===== config.mk =====
export PLATFORM = sky130hd
export DESIGN_NAME = morse_char_encoder
export DESIGN_NICKNAME = d
export VERILOG_FILES = /design/src/rtl/morse_char_encoder.sv
export SDC_FILE = /design/constraint.sdc
export NUM_CORES = 1
export LEC_CHECK = 0
export CAP_MARGIN = 10
export CORE_ASPECT_RATIO = 0.7
export CORE_MARGIN = 2
export CORE_UTILIZATION = 55
export CTS_BUF_LIST = sky130_fd_sc_hd__clkbuf_4 sky130_fd_sc_hd__clkbuf_8 sky130_fd_sc_hd__clkbuf_16
export CTS_CLUSTER_SIZE = 8
export DETAILED_ROUTE_END_ITERATION = 8
export PLACE_DENSITY = 0.79
export SLEW_MARGIN = 30
export SYNTH_ARGS = -nofsm -noshare
export SYNTH_HDL_FRONTEND = slang
export SYNTH_SLANG_ARGS = --single-unit

===== constraint.sdc =====
create_clock -name clk -period 2.3 [get_ports clk]
set_input_delay 0.23 -clock clk [delete_from_list [all_inputs] [get_ports clk]]
set_output_delay 0.23 -clock clk [all_outputs]
set_load 0.02 [all_outputs]

===== src/rtl/morse_char_encoder.sv =====
// Morse transmitter: accepts a 6-bit character code (1=A..26=Z) and keys it out on morse_out.
// Optional MORSE_TX_WORD_GAP_EN: code 27 keys a 7-unit word space instead of raising err.
module morse_char_encoder #(
  parameter int UNIT_CYCLES = 5_000_000
) (
  input  logic       clk,
  input  logic       rst,
  input  logic [5:0] char_code,
  input  logic       char_valid,
  output logic       char_ready,
  output logic       morse_out,
  output logic       busy,
  output logic       err
);

  localparam int CNT_W = $clog2(7 * UNIT_CYCLES);
  localparam logic [CNT_W-1:0] DOT_LD  = CNT_W'(UNIT_CYCLES - 1);
  localparam logic [CNT_W-1:0] DASH_LD = CNT_W'(3 * UNIT_CYCLES - 1);
`ifdef MORSE_TX_WORD_GAP_EN
  localparam logic [CNT_W-1:0] WGAP_LD = CNT_W'(7 * UNIT_CYCLES - 1);

  typedef enum logic [2:0] {IDLE, MARK, SPACE, CGAP, WGAP} state_e;
`else
  typedef enum logic [2:0] {IDLE, MARK, SPACE, CGAP} state_e;
`endif

  state_e           state_q, state_nxt;
  logic [CNT_W-1:0] cnt_q, cnt_nxt;
  logic [2:0]       len_q, len_nxt;
  logic [3:0]       pat_q, pat_nxt;
  logic             err_nxt;
  logic [6:0]       rom_entry;

  // {len[2:0], pattern[3:0]}; pattern is left-aligned, bit 3 is the first symbol, 1 = dash.
  // len 0 marks an unmapped code.
  function automatic logic [6:0] morse_rom(input logic [5:0] code);
    case (code)
      6'd1:    morse_rom = {3'd2, 4'b0100}; // A .-
      6'd2:    morse_rom = {3'd4, 4'b1000}; // B -...
      6'd3:    morse_rom = {3'd4, 4'b1010}; // C -.-.
      6'd4:    morse_rom = {3'd3, 4'b1000}; // D -..
      6'd5:    morse_rom = {3'd1, 4'b0000}; // E .
      6'd6:    morse_rom = {3'd4, 4'b0010}; // F ..-.
      6'd7:    morse_rom = {3'd3, 4'b1100}; // G --.
      6'd8:    morse_rom = {3'd4, 4'b0000}; // H ....
      6'd9:    morse_rom = {3'd2, 4'b0000}; // I ..
      6'd10:   morse_rom = {3'd4, 4'b0111}; // J .---
      6'd11:   morse_rom = {3'd3, 4'b1010}; // K -.-
      6'd12:   morse_rom = {3'd4, 4'b0100}; // L .-..
      6'd13:   morse_rom = {3'd2, 4'b1100}; // M --
      6'd14:   morse_rom = {3'd2, 4'b1000}; // N -.
      6'd15:   morse_rom = {3'd3, 4'b1110}; // O ---
      6'd16:   morse_rom = {3'd4, 4'b0110}; // P .--.
      6'd17:   morse_rom = {3'd4, 4'b1101}; // Q --.-
      6'd18:   morse_rom = {3'd3, 4'b0100}; // R .-.
      6'd19:   morse_rom = {3'd3, 4'b0000}; // S ...
      6'd20:   morse_rom = {3'd1, 4'b1000}; // T -
      6'd21:   morse_rom = {3'd3, 4'b0010}; // U ..-
      6'd22:   morse_rom = {3'd4, 4'b0001}; // V ...-
      6'd23:   morse_rom = {3'd3, 4'b0110}; // W .--
      6'd24:   morse_rom = {3'd4, 4'b1001}; // X -..-
      6'd25:   morse_rom = {3'd4, 4'b1011}; // Y -.--
      6'd26:   morse_rom = {3'd4, 4'b1100}; // Z --..
      default: morse_rom = 7'd0;
    endcase
  endfunction

  assign rom_entry  = morse_rom(char_code);
  assign char_ready = (state_q == IDLE);
  assign busy       = (state_q != IDLE);

  always_comb begin
    state_nxt = state_q;
    cnt_nxt   = cnt_q;
    len_nxt   = len_q;
    pat_nxt   = pat_q;
    err_nxt   = 1'b0;
    case (state_q)
      IDLE: begin
        if (char_valid) begin
          if (rom_entry[6:4] != 3'd0) begin
            state_nxt = MARK;
            len_nxt   = rom_entry[6:4];
            pat_nxt   = rom_entry[3:0];
            cnt_nxt   = rom_entry[3] ? DASH_LD : DOT_LD;
`ifdef MORSE_TX_WORD_GAP_EN
          end else if (char_code == 6'd27) begin
            state_nxt = WGAP;
            cnt_nxt   = WGAP_LD;
`endif
          end else begin
            err_nxt = 1'b1;
          end
        end
      end
      MARK: begin
        if (cnt_q != '0) begin
          cnt_nxt = cnt_q - CNT_W'(1);
        end else if (len_q > 3'd1) begin
          state_nxt = SPACE;
          cnt_nxt   = DOT_LD;
          len_nxt   = len_q - 3'd1;
          pat_nxt   = {pat_q[2:0], 1'b0};
        end else begin
          state_nxt = CGAP;
          cnt_nxt   = DASH_LD;
        end
      end
      SPACE: begin
        if (cnt_q != '0) begin
          cnt_nxt = cnt_q - CNT_W'(1);
        end else begin
          state_nxt = MARK;
          cnt_nxt   = pat_q[3] ? DASH_LD : DOT_LD;
        end
      end
      CGAP: begin
        if (cnt_q != '0) cnt_nxt = cnt_q - CNT_W'(1);
        else             state_nxt = IDLE;
      end
`ifdef MORSE_TX_WORD_GAP_EN
      WGAP: begin
        if (cnt_q != '0) cnt_nxt = cnt_q - CNT_W'(1);
        else             state_nxt = IDLE;
      end
`endif
      default: state_nxt = IDLE;
    endcase
  end

  // morse_out is registered from the next state so it changes exactly on state entry
  always_ff @(posedge clk or posedge rst) begin
    if (rst) begin
      state_q   <= IDLE;
      cnt_q     <= '0;
      len_q     <= '0;
      pat_q     <= '0;
      err       <= 1'b0;
      morse_out <= 1'b0;
    end else begin
      state_q   <= state_nxt;
      cnt_q     <= cnt_nxt;
      len_q     <= len_nxt;
      pat_q     <= pat_nxt;
      err       <= err_nxt;
      morse_out <= (state_nxt == MARK);
    end
  end

endmodule

==> results.env, run 1 <==
POSTROUTEANTENNANETS=0
MAX_FREQ_MHz=408.1
PATH_CLASS='reg2reg'
TIMING_WORST_SLEW_PIN_VALUE_NS=0.6048
PERIOD_SHARE=1.065
SYNTH.LARGEST_AREA_CELL='sky130_fd_sc_hd__dfrtp_1'
HOLD_CLASS='in2async'
DETAIL_ROUTE.FIRST_PASS.ITERATIONS=5
CELLLEAKAGEPOWER_nW=1.676
NUM-NETS-FINAL=438
SETUP_WS_NS=-0.1505
HTREE_LEVELS=2
NUMCTSBUFFERS=5
FINALWEIGHTEDCONGESTION=0.9299
ROWS=21
SYNTH_TOP_CELLS_BY_AREA='sky130_fd_sc_hd__dfrtp_1 (33%), sky130_fd_sc_hd__ha_1 (3.9%), sky130_fd_sc_hd__o21ai_0 (3.9%)'
COMB_POWER_SHARE=0.322
SYNTH_AREA_UM2=2856
HOLD_BUF_CTS=0
WORSTSKEWPAIRLATENCY_NS=0.29
SYNTH_SEQ_AREA_SHARE=0.3329
SYNTH_LARGEST_TYPE_AREA_FRACTION=0.3329
IOPINCOUNT=13
LARGEST_NET_DEGREE_AT_THE_START_OF_GLOBAL_ROUTING=39
POST_SYNTH_EDFFS=0
CELL_COUNT_AFTER_SYNTHESIS=330
GR-TOTAL-OVERFLOW=0
FINAL.SETUP_SKEW_NS=0.004927
SETUP.WORST_PATH.END_CLASS='register'
ROUTED-VIA-COUNT=3042
RSZ0062_AT_GRT='true'
NUMPORTBUFFERS=12
YOSYS.CELL_TYPES.COUNT=64
PATH_MAX_FANOUT=16
FINAL_CELL_AREA_UM2=3930
CORE_AREA_UM2=4887
CTS_TREE='yes'
CTS.ROOT.BUFFER_CELL='sky130_fd_sc_hd__clkbuf_8'
POST_DRT_VIA_CELL_RATIO=6.208
P_INT_mW=1.307
TIMING.MAX_SLEW.REL_SLACK=0.5959
FIRST_ITER_VIOLATIONS=309
TIMING_HOLD_VIOLATIONS_FINAL=0
SYN_TO_FINAL_GROWTH_PCT=37.58
P_PER_AREA_nW_PER_UM2=497.4
POSTPLACECELLAREA_UM2=3592
WORST_EP_ARRIVAL_TIME_NS=2.63
CLOCK_PATH_BUFFERS=2
POST-PLACE-WS_NS=-0.4505
GRT_ANTENNA_BEFORE_REPAIR=0
POSTSYNTHNETCOUNT=348
GRT_PASS1_VIAS=2827
CLKTRANSATPATHREGS_NS=0.08
ROUTED_WL_UM=8921
FF2FF_SETUP_SLACK_NS=-0.15
ENDPOINT_OF_THE_MOST_CRITICAL_SETUP_PATH='cnt_q[11]'
FINAL_LAYOUT_SIZE_SUFFIX_GT1_FRAC=0.3515
DRC_ERRORS_LEFT=0
WL_PER_CELL_UM=18.21
NET_LOAD_SWITCHING_POWER_uW=648.2
DIE-AREA_UM2=5795
VIOLATIONS_IN_THE_FINAL_REPORTS='setup timing'
FINAL.MIN_CLOCK_PERIOD_NS=2.450
CLKPWRFRAC=0.254
FP.DIEH_UM=64.30
INITIAL_CORE_UTIL=0.5845
SETUP_VIOL=25
NETSWITCHINGFRACTION=0.3316
CLOCK_SINKS=38
DP_HPWL_UM=5995
TIMING.CRITICAL_PATH.FROM='cnt_q[15]'
DIODES=0
REPORT.FINAL.SLEW_VIOL_COUNT=0
SEQ_POWER_SHARE=0.424
COUNT_OF_YOSYS_WARNINGS_DURING_SYNTHESIS=0
TIMING.REG2REG.WORST_PATH_DEPTH=7
CRITICAL_PATH_STARTPOINT_CATEGORY='register'
END_OF_THE_WORST_REGISTER_TO_REGISTER_PATH='cnt_q[11]'
GRT_USAGE=0.3028
FIRST_PASS_GRT_WIRE_LENGTH_UM=13860
RR_STARTPOINT='cnt_q[15]'
CRITICAL_PATH_REQUIRED_NS=2.48
DIE_WIDTH_UM=90.14
SYNTH_TOP_FLOP_CELL='sky130_fd_sc_hd__dfrtp_1'
IR_WORST_VDD_V=0.0004305
CAP_VIOLATIONS=0
POST_SYNTH.CELL_AREA_AVG_UM2=8.656
SYNTH-ASYNC-RESET-RATIO=1.000
YOSYS_REGISTER_BITS=38
RUN_STATUS='finished with violations'
-- logic make-up (layout without fill, tap and decap cells) --
| logic type | count (synthesis) | after routing | share of synthesized area |
|---|---|---|---|
| AND/OR/NAND/NOR | 125 | 126 | 0.2449 |
| other | 1 | 1 | 0.001313 |
| AO/OA/AOI/OAI | 109 | 109 | 0.2628 |
| buffers and inverters | 34 | 124 | 0.05869 |
| multiplexers | 13 | 13 | 0.05694 |
| adder cells (fa/ha/maj) | 9 | 9 | 0.03942 |
| XOR/XNOR | 1 | 1 | 0.003067 |
| flip-flops | 38 | 38 | 0.3329 |
-- flip-flops by register name (all words and copies together), names as in the netlist --
register and cells:
cnt_q 26, pat_q 4, state_q 3, err 1
morse_out 1, len_q 3
-- layout by cell type (no fill, tap or decap), types with 3 or more instances in the layout --
cell	Yosys	layout
sky130_fd_sc_hd__nor2_1	23	22
sky130_fd_sc_hd__clkbuf_8	0	6
sky130_fd_sc_hd__a211oi_1	3	3
sky130_fd_sc_hd__a22o_1	5	5
sky130_fd_sc_hd__or4_4	2	3
sky130_fd_sc_hd__o31ai_1	6	6
sky130_fd_sc_hd__nor3b_1	4	3
sky130_fd_sc_hd__nor3_1	12	10
sky130_fd_sc_hd__mux2i_1	5	5
sky130_fd_sc_hd__and2_4	1	3
sky130_fd_sc_hd__inv_1	18	18
sky130_fd_sc_hd__buf_6	5	6
sky130_fd_sc_hd__nand2b_1	11	10
sky130_fd_sc_hd__dfrtp_1	38	38
sky130_fd_sc_hd__clkdlybuf4s50_1	0	12
sky130_fd_sc_hd__buf_4	0	79
sky130_fd_sc_hd__o21ai_1	16	14
sky130_fd_sc_hd__o31a_1	3	3
sky130_fd_sc_hd__ha_1	9	8
sky130_fd_sc_hd__o21ai_0	22	14
sky130_fd_sc_hd__nand3_1	3	3
sky130_fd_sc_hd__o21ai_2	1	11
sky130_fd_sc_hd__a21o_1	9	9
sky130_fd_sc_hd__o211ai_1	4	4
sky130_fd_sc_hd__nor4_1	13	11
sky130_fd_sc_hd__a31oi_1	3	3
sky130_fd_sc_hd__nor2b_1	5	5
sky130_fd_sc_hd__a21oi_1	11	11
sky130_fd_sc_hd__mux2_2	6	6
sky130_fd_sc_hd__and3_1	3	3
sky130_fd_sc_hd__nand2_1	27	26
-- how the worst min path moves through the flow --
stage                      endpoint  slack [ns]  cells after the start
final                      cnt_q[3]        0.35                      3
after floorplan                 err        0.38                      1
after global placement    cnt_q[23]        0.48                      1
after CTS                 cnt_q[13]        0.37                      3
after detailed placement  cnt_q[23]        0.49                      1
after global routing      cnt_q[13]        0.44                      3
-- routing by layer --
metal	global-route usage	share of wire	up-vias
met5	0	0	-
met4	0.08077	0.018	0
met3	0.08137	0.10	26
met2	0.4530	0.44	158
met1	0.4353	0.44	1437
li1	-	-	1421
-- stage by stage --
step                utilization  setup TNS [ns]  hold slack (ns)  cells  power, mW
floorplan                     -         -0.4210           0.3771    330      1.152
global placement         0.7350          -8.205           0.4823    476      1.368
detailed placement       0.7350          -11.28           0.4885    476      1.393
finish                   0.8041          -1.639           0.3484    490      1.955
global route             0.8041          -3.213           0.4354    490      2.051
CTS                      0.7696          -2.177           0.3723    488      1.909
-- power groups by stage --
stage | logic (mW) | registers, mW | clock network (mW)
floorplan | 0.317 | 0.836 | 0
global placement | 0.542 | 0.826 | 0
detailed placement | 0.560 | 0.833 | 0
CTS | 0.588 | 0.821 | 0.499
global route | 0.689 | 0.839 | 0.524
finish | 0.630 | 0.829 | 0.497
-- final cells by class --
cell class              instances  area, µm²
flip-flops and latches         38      950.9
clock inverters                 1      5.005
multi-input cells             259       1929
clock buffers                   7      90.09
repair buffers                 98      800.8
well taps                      69      86.33
inverters                      18      67.56
fillers                       330      957.2
-- cell usage after synthesis (6+ instances only) --
| library cell | number |
|---|---|
| sky130_fd_sc_hd__o31ai_1 | 6 |
| sky130_fd_sc_hd__a21o_1 | 9 |
| sky130_fd_sc_hd__inv_1 | 18 |
| sky130_fd_sc_hd__nand2_1 | 27 |
| sky130_fd_sc_hd__o21ai_0 | 22 |
| sky130_fd_sc_hd__o21ai_1 | 16 |
| sky130_fd_sc_hd__clkbuf_1 | 7 |
| sky130_fd_sc_hd__ha_1 | 9 |
| sky130_fd_sc_hd__nor2_1 | 23 |
| sky130_fd_sc_hd__mux2_2 | 6 |
| sky130_fd_sc_hd__dfrtp_1 | 38 |
| sky130_fd_sc_hd__a21oi_1 | 11 |
| sky130_fd_sc_hd__nor3_1 | 12 |
| sky130_fd_sc_hd__nand2b_1 | 11 |
| sky130_fd_sc_hd__nor4_1 | 13 |
-- critical path, stage by stage, from the launching register on --
cell and delay, ns:
sky130_fd_sc_hd__dfrtp_1 0.38, sky130_fd_sc_hd__or4_4 0.58, sky130_fd_sc_hd__or4b_4 0.55, sky130_fd_sc_hd__o31ai_4 0.29, sky130_fd_sc_hd__a21oi_4 0.07, sky130_fd_sc_hd__buf_12 0.17
sky130_fd_sc_hd__o31a_1 0.10, sky130_fd_sc_hd__o32a_1 0.17
-- what timing repair did --
item / in CTS / in global routing
gates cloned: 2 / 0
setup buffers: 2 / 3
pin swaps: 11 / 11
setup endpoints to repair: 30 / 34
gates resized for setup: 12 / 41
endpoints found under the hold margin: 0 / 0
Power figures use the tool's default switching activity.
==> inputs of run 2 (changes only) <==
- CTS_CLUSTER_DIAMETER: default -> 150
==> results of run 2 <==
No change in the layout: final DEF, timing and power equal those of run 1.
